===== config.mk =====
export PLATFORM = sky130hd
export DESIGN_NAME = mode_ctrl_param
export DESIGN_NICKNAME = d
export VERILOG_FILES = /design/src/rtl/mode_ctrl_pkg.sv /design/src/rtl/mode_ctrl_param_dwell_timer.sv /design/src/rtl/mode_ctrl_param.sv
export SDC_FILE = /design/constraint.sdc
export NUM_CORES = 1
export LEC_CHECK = 0
export ABC_CLOCK_PERIOD_IN_PS = 2550
export BUFFER_PORTS_ARGS = -buffer_cell sky130_fd_sc_hd__buf_2
export CELL_PAD_IN_SITES_DETAIL_PLACEMENT = 1
export CELL_PAD_IN_SITES_GLOBAL_PLACEMENT = 1
export CORE_ASPECT_RATIO = 0.6
export CORE_MARGIN = 5
export CORE_UTILIZATION = 37
export DETAILED_ROUTE_END_ITERATION = 10
export HOLD_SLACK_MARGIN = 0.1
export PLACE_DENSITY_LB_ADDON = 0.08
export SLEW_MARGIN = 40
export SYNTH_ARGS = -nofsm -noshare
export SYNTH_HDL_FRONTEND = slang
export SYNTH_SLANG_ARGS = --single-unit

===== constraint.sdc =====
create_clock -name clk -period 2.55 [get_ports clk]
set_clock_uncertainty 0.1 [all_clocks]
set_input_delay 0.255 -clock clk [delete_from_list [all_inputs] [get_ports clk]]
set_output_delay 0.255 -clock clk [all_outputs]
set_load 0.02 [all_outputs]

===== src/rtl/mode_ctrl_pkg.sv =====
// Shared encodings for the mode control FSM: regimes, y ops, states.
// Optional abort path is enabled by defining MODE_CTRL_ABORT_EN.
package mode_ctrl_pkg;

    localparam logic [1:0] REG_OFF   = 2'd0;
    localparam logic [1:0] REG_LIST  = 2'd1;
    localparam logic [1:0] REG_COUNT = 2'd2;
    localparam logic [1:0] REG_UPD   = 2'd3;

    localparam logic [1:0] YSEL_HOLD = 2'd0;
    localparam logic [1:0] YSEL_DEC  = 2'd1;
    localparam logic [1:0] YSEL_INC  = 2'd2;
    localparam logic [1:0] YSEL_CLR  = 2'd3;

    localparam logic [2:0] ST_IDLE      = 3'd0;
    localparam logic [2:0] ST_LIST_WAIT = 3'd1;
    localparam logic [2:0] ST_LIST_RUN  = 3'd2;
    localparam logic [2:0] ST_COUNT     = 3'd3;
    localparam logic [2:0] ST_UPD_LOAD  = 3'd4;
    localparam logic [2:0] ST_UPD_SEL   = 3'd5;
    localparam logic [2:0] ST_UPD_CLR   = 3'd6;

    function automatic logic [1:0] regime_of(input logic [2:0] st);
        case (st)
            ST_LIST_WAIT, ST_LIST_RUN:           return REG_LIST;
            ST_COUNT:                            return REG_COUNT;
            ST_UPD_LOAD, ST_UPD_SEL, ST_UPD_CLR: return REG_UPD;
            default:                             return REG_OFF;
        endcase
    endfunction

endpackage


===== src/rtl/mode_ctrl_param_dwell_timer.sv =====
// Dwell timer: loads DWELL-1, counts down to zero and holds there.
// first marks the cycle right after a load; zero marks the last cycle.
module mode_ctrl_param_dwell_timer #(
    parameter int DWELL = 4
) (
    input  logic clk,
    input  logic rst,
    input  logic load,
    input  logic en,
    output logic first,
    output logic zero
);
    import mode_ctrl_pkg::*;

    localparam int TW = (DWELL > 1) ? $clog2(DWELL) : 1;

    logic [TW-1:0] cnt;

    // Reload on request, otherwise count down and stick at zero.
    always_ff @(posedge clk or posedge rst) begin
        if (rst) begin
            cnt <= '0;
        end else if (load) begin
            cnt <= TW'(DWELL - 1);
        end else if (en && cnt != '0) begin
            cnt <= cnt - 1'b1;
        end
    end

    assign zero  = (cnt == '0);
    assign first = (cnt == TW'(DWELL - 1));

endmodule


===== src/rtl/mode_ctrl_param.sv =====
// Control FSM sequencing the s/y datapath: off, countdown list, count, update.
// Define MODE_CTRL_ABORT_EN to let on=0 abort LIST_RUN/COUNT and clear s.
module mode_ctrl_param
    import mode_ctrl_pkg::*;
#(
    parameter int S_W        = 4,
    parameter int LIST_START = 6,
    parameter int LIST_DEC   = 2,
    parameter int LIST_LEN   = 4,
    parameter int DWELL      = 4,
    parameter int S_MAX      = 2
) (
    input  logic                        clk,
    input  logic                        rst,
    input  logic [1:0]                  on,
    input  logic                        start,
    output logic [1:0]                  regime,
    output logic                        active,
    output logic [1:0]                  y_select_next,
    output logic [S_W-1:0]              s_step,
    output logic                        y_en,
    output logic                        s_en,
    output logic                        y_store_x,
    output logic                        s_add,
    output logic                        s_zero,
    output logic [$clog2(LIST_LEN)-1:0] step_idx,
    output logic                        done
);
    localparam int IW = $clog2(LIST_LEN);

    logic [2:0]     state;
    logic [2:0]     state_nxt;
    logic [IW-1:0]  idx;
    logic [S_W-1:0] mir;
    logic           t_load;
    logic           t_first;
    logic           t_zero;
    logic           abort;
    logic           last_step;
    logic           mir_wrap;
    logic           st_run;
    logic           st_count;

`ifdef MODE_CTRL_ABORT_EN
    assign abort = (on == 2'd0);
`else
    assign abort = 1'b0;
`endif

    assign st_run    = (state == ST_LIST_RUN);
    assign st_count  = (state == ST_COUNT);
    assign last_step = (idx == IW'(LIST_LEN - 1));
    assign mir_wrap  = (mir == S_W'(S_MAX));

    mode_ctrl_param_dwell_timer #(
        .DWELL (DWELL)
    ) u_timer (
        .clk   (clk),
        .rst   (rst),
        .load  (t_load),
        .en    (st_run),
        .first (t_first),
        .zero  (t_zero)
    );

    // Next-state selection and dwell-timer reload requests.
    always_comb begin
        state_nxt = state;
        t_load    = 1'b0;
        case (state)
            ST_IDLE: begin
                case (on)
                    2'd1:    state_nxt = ST_LIST_WAIT;
                    2'd2:    state_nxt = ST_COUNT;
                    2'd3:    state_nxt = ST_UPD_LOAD;
                    default: state_nxt = ST_IDLE;
                endcase
            end
            ST_LIST_WAIT: begin
                if (start) begin
                    state_nxt = ST_LIST_RUN;
                    t_load    = 1'b1;
                end else if (on == 2'd0) begin
                    state_nxt = ST_IDLE;
                end
            end
            ST_LIST_RUN: begin
                if (abort) begin
                    state_nxt = ST_IDLE;
                end else if (t_zero) begin
                    if (last_step) state_nxt = ST_IDLE;
                    else           t_load    = 1'b1;
                end
            end
            ST_COUNT: begin
                if (abort || !start) state_nxt = ST_IDLE;
            end
            ST_UPD_LOAD: state_nxt = ST_UPD_SEL;
            ST_UPD_SEL:  state_nxt = ST_UPD_CLR;
            default:     state_nxt = ST_IDLE;
        endcase
    end

    // State, step index and COUNT mirror; idx/mir read zero outside their regime.
    always_ff @(posedge clk or posedge rst) begin
        if (rst) begin
            state <= ST_IDLE;
            idx   <= '0;
            mir   <= '0;
        end else begin
            state <= state_nxt;
            if (state_nxt != ST_LIST_RUN) begin
                idx <= '0;
            end else if (st_run && t_load) begin
                idx <= idx + 1'b1;
            end
            if (st_count && state_nxt == ST_COUNT) begin
                mir <= mir_wrap ? '0 : mir + 1'b1;
            end else begin
                mir <= '0;
            end
        end
    end

    // Output decode from state, timer and mirror (COUNT also gated by start).
    always_comb begin
        regime        = regime_of(state);
        active        = 1'b0;
        y_select_next = YSEL_HOLD;
        s_step        = '0;
        y_en          = 1'b0;
        s_en          = 1'b0;
        y_store_x     = 1'b0;
        s_add         = 1'b0;
        s_zero        = 1'b0;
        done          = 1'b0;
        unique case (1'b1)
            (st_run || st_count) && abort: begin
                s_en   = 1'b1;
                s_zero = 1'b1;
            end
            st_run && !abort: begin
                active = 1'b1;
                if (t_first) begin
                    s_en = 1'b1;
                    if (idx == '0) begin
                        s_zero = 1'b1;
                        s_add  = 1'b1;
                        s_step = S_W'(LIST_START);
                    end else begin
                        s_step = S_W'(LIST_DEC);
                    end
                end
                done = t_zero && last_step;
            end
            st_count && !abort && start: begin
                s_en  = 1'b1;
                s_add = 1'b1;
                if (mir_wrap) begin
                    s_zero        = 1'b1;
                    y_en          = 1'b1;
                    y_select_next = YSEL_INC;
                end else begin
                    s_step = S_W'(1);
                end
            end
            state == ST_UPD_LOAD: begin
                y_en      = 1'b1;
                y_store_x = 1'b1;
            end
            state == ST_UPD_SEL: begin
                y_en          = 1'b1;
                y_select_next = YSEL_INC;
            end
            state == ST_UPD_CLR: begin
                s_en   = 1'b1;
                s_zero = 1'b1;
                s_add  = 1'b1;
                done   = 1'b1;
            end
            default: ;
        endcase
    end

    assign step_idx = idx;

endmodule

==> metrics.txt, run 1 <==
initial DRC count=26; Longest Clk Path Bufs=2; Initial Util=38.64%; drt via density=4.913; total track usage=14.76%; final setup fails=0; worst endpoint data arrival time=2.03 ns; Slew @ Worst Pin=0.7683 ns; vias post-DR=737; CP max FO=5; Overall Power=1.104 mW; IO Count=22; status=completed; IR drop worst, VDD=557.3 uV; clk_lat worst skew=0.23 ns; H-tree level count=1; Post-Place Cells=145; WHS=0.3525 ns; fin. max-slew vios=0; headroom to the max-slew limit=48.67%; multi-input logic area=481.7 sq um; Leakage=0.5243 nW; CP Capture Type=output pin; WL final=2.215 mm; post-cts resize count=0; Synth Warn #=0; number of routed nets with antenna violations=0; pwr/cell area=1103 mW/mm^2; Clk pin slew, worst setup/hold paths=0.05 ns; post-route cell area=0.001001 sq mm; TritonRoute pass-1 iters=2; Setup TNS Final=0 ns; Layout Nets=135; Post-Place Setup Slack=0.2587 ns; fillers=280; FP Rows=13; Ant. Diodes=0; clk sinks=11; Cell variety after synth=31; period utilization=93.36%; drt drc=0; Finished Layout Cells=150; Die Height=46.82 microns; die area=0.003341 sq mm; Die Wd=71.36 microns; share of layout cells above drive strength 1=20.00%; core area=0.002163 sq mm; CP required=2.19 ns; initial antenna violation count=0; RSZ-0062 raised after global routing=false; clk root buf=clkbuf_8; routability cong.=0.7700; Max-Cap Viols=0; cts bufs inserted=3; largest net degree at the start of global routing=19; Setup WS post-layout=0.1693 ns; first-pass GRT wire length=3.753 mm; layout overhead on the synthesized area=19.76%; CTS tree=built; Post-Synthesis Cells=100; Storage cell area=275.3 sq um; crit start category=flip-flop; DP HPWL=1.720 mm; total congestion overflow=0; vias in the first global route=780; FF+latch count, synth=11; crit path time final=2.381 ns; Post-DP Area=945.9 sq um; DR WL/cell=14.77 microns; Port Buffers=19; fmax=420.1 MHz; worst hold-check path type=in2reg; utilization after layout=46.27%; post-synthesis sequential area ratio=32.93%; Post-Syn Area=835.8 sq um; Final Hold Fails=0; critical path class=reg2out; Syn Area/Cell=8.358 sq um
-- metal layers --
| layer | routed length (microns) | global-route usage (%) | vias to the layer above |
|---|---|---|---|
| li1 | - | - | 369 |
| met3 | 117 | 4.915 | 2 |
| met2 | 1023 | 26.28 | 15 |
| met5 | 0 | 0 | - |
| met1 | 1065 | 17.62 | 351 |
| met4 | 8 | 4.120 | 0 |
-- layout make-up --
class	instances	area share (%)
repair buffers	22	12.00
clock buffers	4	4.500
multi-input cells	72	48.12
well taps	30	3.750
flip-flops and latches	11	27.50
inverters	11	4.125
-- kinds of logic (layout without fill, tap and decap cells) --
family / count (synthesis) / in the layout / synth area share (%)
other cells: 1 / 2 / 0.4487
buf+inv: 18 / 37 / 9.879
fa+ha+maj: 9 / 9 / 13.47
flops: 11 / 11 / 32.93
simple gates: 36 / 36 / 23.05
xor+xnor: 4 / 4 / 4.192
compound gates: 20 / 20 / 14.82
mux: 1 / 1 / 1.198
-- layout by cell type, fill, tap and decap left out, drive strengths merged, types with 2 or more instances in the layout --
master  count
a21oi       9
and2        4
buf        21
clkbuf      4
conb        2
dfrtp      11
ha          9
inv        11
nand2       6
nand3       2
nor2        8
nor2b       4
nor3        3
nor3b       4
o21ai       3
o22ai       2
xnor2       3
-- worst max-delay path: stages (launching register included) --
cell      delay, ns
dfrtp_1        0.37
or3_1          0.36
a211o_1        0.33
a2111o_1       0.49
inv_1          0.07
buf_2          0.16
-- final timing paths --
path                       cells after the start           to     start  slack (ns)
max                                            5    s_step[0]  state[1]        0.17
min                                            4     state[2]     on[0]        0.35
max reg2reg                                    4  step_idx[1]  state[2]        0.45
min reg2reg                                    1       mir[0]    mir[0]        0.41
max in group asynchronous                      3       mir[1]       rst        1.60
min in group asynchronous                      3     state[1]       rst        0.46
-- timing repair --
action                                 in CTS  in global routing
buffers inserted                            0                  0
hold buffers                                1                  0
endpoints found under the hold margin      11                  0
-- registers in the layout, indices dropped and copies added (netlist names) --
register and count:
u_timer.cnt 2, state 3, step_idx 2, mir 4
-- Yosys cell counts --
master	instances	area, sq um
a2111o_1	1	11.26
a211o_1	1	8.760
a21oi_1	9	45.04
a22oi_1	1	7.510
and2_1	4	25.02
and3_1	1	6.260
and3b_1	1	8.760
buf_4	2	15.01
buf_6	1	11.26
clkbuf_1	4	15.01
conb_1	1	3.750
dfrtp_1	11	275.3
ha_1	9	112.6
inv_1	11	41.29
mux2i_1	1	10.01
nand2_1	6	22.52
nand2b_1	1	6.260
nand3_1	2	10.01
nand3b_1	1	7.510
nor2_1	8	30.03
nor2b_1	4	25.02
nor3_1	3	15.01
nor3b_1	4	30.03
o211ai_1	1	7.510
o21a_1	1	7.510
o21ai_0	3	15.01
o22a_1	1	8.760
o22ai_1	2	12.51
or3_1	1	6.260
xnor2_1	3	26.28
xor2_1	1	8.760
-- power breakdown --
| part | internal (mW) | switching, mW |
|---|---|---|
| Sequential | 0.215 | 0.0635 |
| Combinational | 0.239 | 0.416 |
| Clock | 0.109 | 0.0608 |
| Total | 0.564 | 0.541 |
No activity file was read; power rests on OpenSTA's default activity.
==> run 2, diff against run 1 <==
- PLACE_DENSITY: default -> 0.76
- PLACE_DENSITY_LB_ADDON: 0.08 -> default
==> run 2 against run 1 <==
Effect of this change: fmax down 1.6%; largest power group unchanged; hold slack improved by 0.016 ns; global-route usage about the same; critical path depth did not move; utilization grew 0.058 points; final cell count is the same; design area grew 0.12%; via count is 1.5% lower; sequential share of layout area barely moved; register-to-register slack better by 0.04 ns; non-clock buffer count stayed put.
==> metrics.txt, run 2 (same netlist as run 1, synthesis figures left out) <==
Reg power frac=24.6%; Ant. Diodes=0; Finished Layout Cells=150; max reg flops=4; TritonRoute pass-1 iters=4; Longest Clk Path Bufs=2; Clock Power Share=16.4%; status=completed; Die Wd=71.36 microns; initial antenna violation count=0; Setup TNS Final=0 ns; share of layout cells above drive strength 1=20.83%; worst endpoint data arrival time=2.07 ns; FP Rows=13; number of routed nets with antenna violations=0; DR WL/cell=14.33 microns; Clk pin slew, worst setup/hold paths=0.05 ns; headroom to the max-slew limit=51.22%; FF-to-FF setup slack=0.49 ns; fin. max-slew vios=0; Overall Power=1.100 mW; clk sinks=11; Final Hold Fails=0; worst hold-check path type=in2reg; Post-Place Cells=145; vias in the first global route=757; top layer in use=met4; Die Height=46.82 microns; sw frac=48.81%; clk root buf=clkbuf_8; CP max-delay cell=a2111o_1; Internal=0.5630 mW; Leakage=0.5271 nW; cts bufs inserted=3; RSZ-0062 raised after global routing=false; post-cts resize count=0; drt drc=0; critical path class=reg2out; Max-Cap Viols=0; Initial Util=38.64%; first-pass GRT wire length=3.691 mm; CP top delay family=compound AO/OA/AOI/OAI gates; crit start category=flip-flop; DP HPWL=1.743 mm; Port Buffers=19; CP Capture Type=output pin; Comb power frac=59.0%; largest net degree at the start of global routing=19; Layout Nets=135; die area=0.003341 sq mm; fmax=413.2 MHz; core area=0.002163 sq mm; met3 WL=123 microns; CP cell instances=or3_1 -> a211o_1 -> a2111o_1 -> inv_1 -> buf_2; CTS tree=built; switching power=0.5369 mW; IR drop worst, VDD=515.9 uV; max incr delay on CP=0.50 ns; clk_lat worst skew=0.24 ns; vias post-DR=726; largest register by flop count=mir; CP max FO=5; CP required=2.19 ns; WL final=2.149 mm; top flop regs=mir (4), state (3); commonest non-fill, non-tap cell in the layout=buf_2; Detail Route met2 WL=1.025 mm; period utilization=94.91%; total track usage=14.80%; drt via density=4.840; final setup fails=0; Slew @ Worst Pin=0.7301 ns; initial DRC count=17; routability cong.=0.7509; H-tree level count=1; layout overhead on the synthesized area=19.91%; met1 WL=989 microns; crit path time final=2.420 ns; pwr/cell area=1097 mW/mm^2; leading cell types in the layout, fill and taps excluded=buf_2, inv_1, dfrtp_1, a21oi_1, ha_1; IO Count=22; total congestion overflow=0; Worst Path Buf+Inv=2
[run 2: path summary, 6_finish.rpt]
check                         start              to  cells after the start
setup / recovery           state[1]       s_step[0]                      5
hold / removal                start        state[0]                      4
setup reg to reg           state[2]     step_idx[0]                      4
hold reg to reg              mir[0]          mir[0]                      1
max in group asynchronous       rst  u_timer.cnt[1]                      3
min in group asynchronous       rst     step_idx[0]                      3
[run 2: cell type report]
class / count / area (sq um)
Timing Repair Buffer: 22 / 120.1
Clock inverter: 1 / 5.005
Fill cell: 276 / 1161
Multi-Input combinational cell: 72 / 481.7
Inverter: 11 / 41.29
Sequential cell: 11 / 275.3
Clock buffer: 3 / 41.29
Tap cell: 30 / 37.54
[run 2: metrics by stage]
step	hold WS [ns]	utilization (%)	instance area (sq um)	setup slack [ns]
6_report	0.3682	46.33	1002	0.1298
5_1_grt	0.3780	46.33	1002	0.04516
4_1_cts	0.3431	46.33	1002	0.1316
3_5_place_dp	0.1805	43.72	945.9	0.2225
3_3_place_gp	0.1627	43.72	945.9	0.3001
2_1_floorplan	0.007438	-	839.6	0.4196
[run 2: layer usage]
| metal | global-route usage [%] | vias up |
|---|---|---|
| li1 | - | 368 |
| met1 | 18.41 | 341 |
| met2 | 25.73 | 15 |
| met3 | 4.915 | 2 |
| met4 | 3.371 | 0 |
| met5 | 0 | - |
[run 2: tightest hold or removal path: stages]
cell and delay [ns]:
buf_2 0.12, nand2_1 0.06, a211o_1 0.16, nand2_1 0.07
[run 2: repair_timing]
item                                   in CTS  in global routing
setup buffers                               0                  0
hold buffers                                1                  0
endpoints found under the hold margin      11                  0
[run 2: power groups by stage]
stage	Combinational (mW)	Sequential, mW	Clock, mW
final	0.649	0.270	0.181
after global routing	0.723	0.279	0.202
after CTS	0.658	0.271	0.186
after detailed placement	0.654	0.275	0
after global placement	0.624	0.273	0
after floorplan	0.506	0.240	0
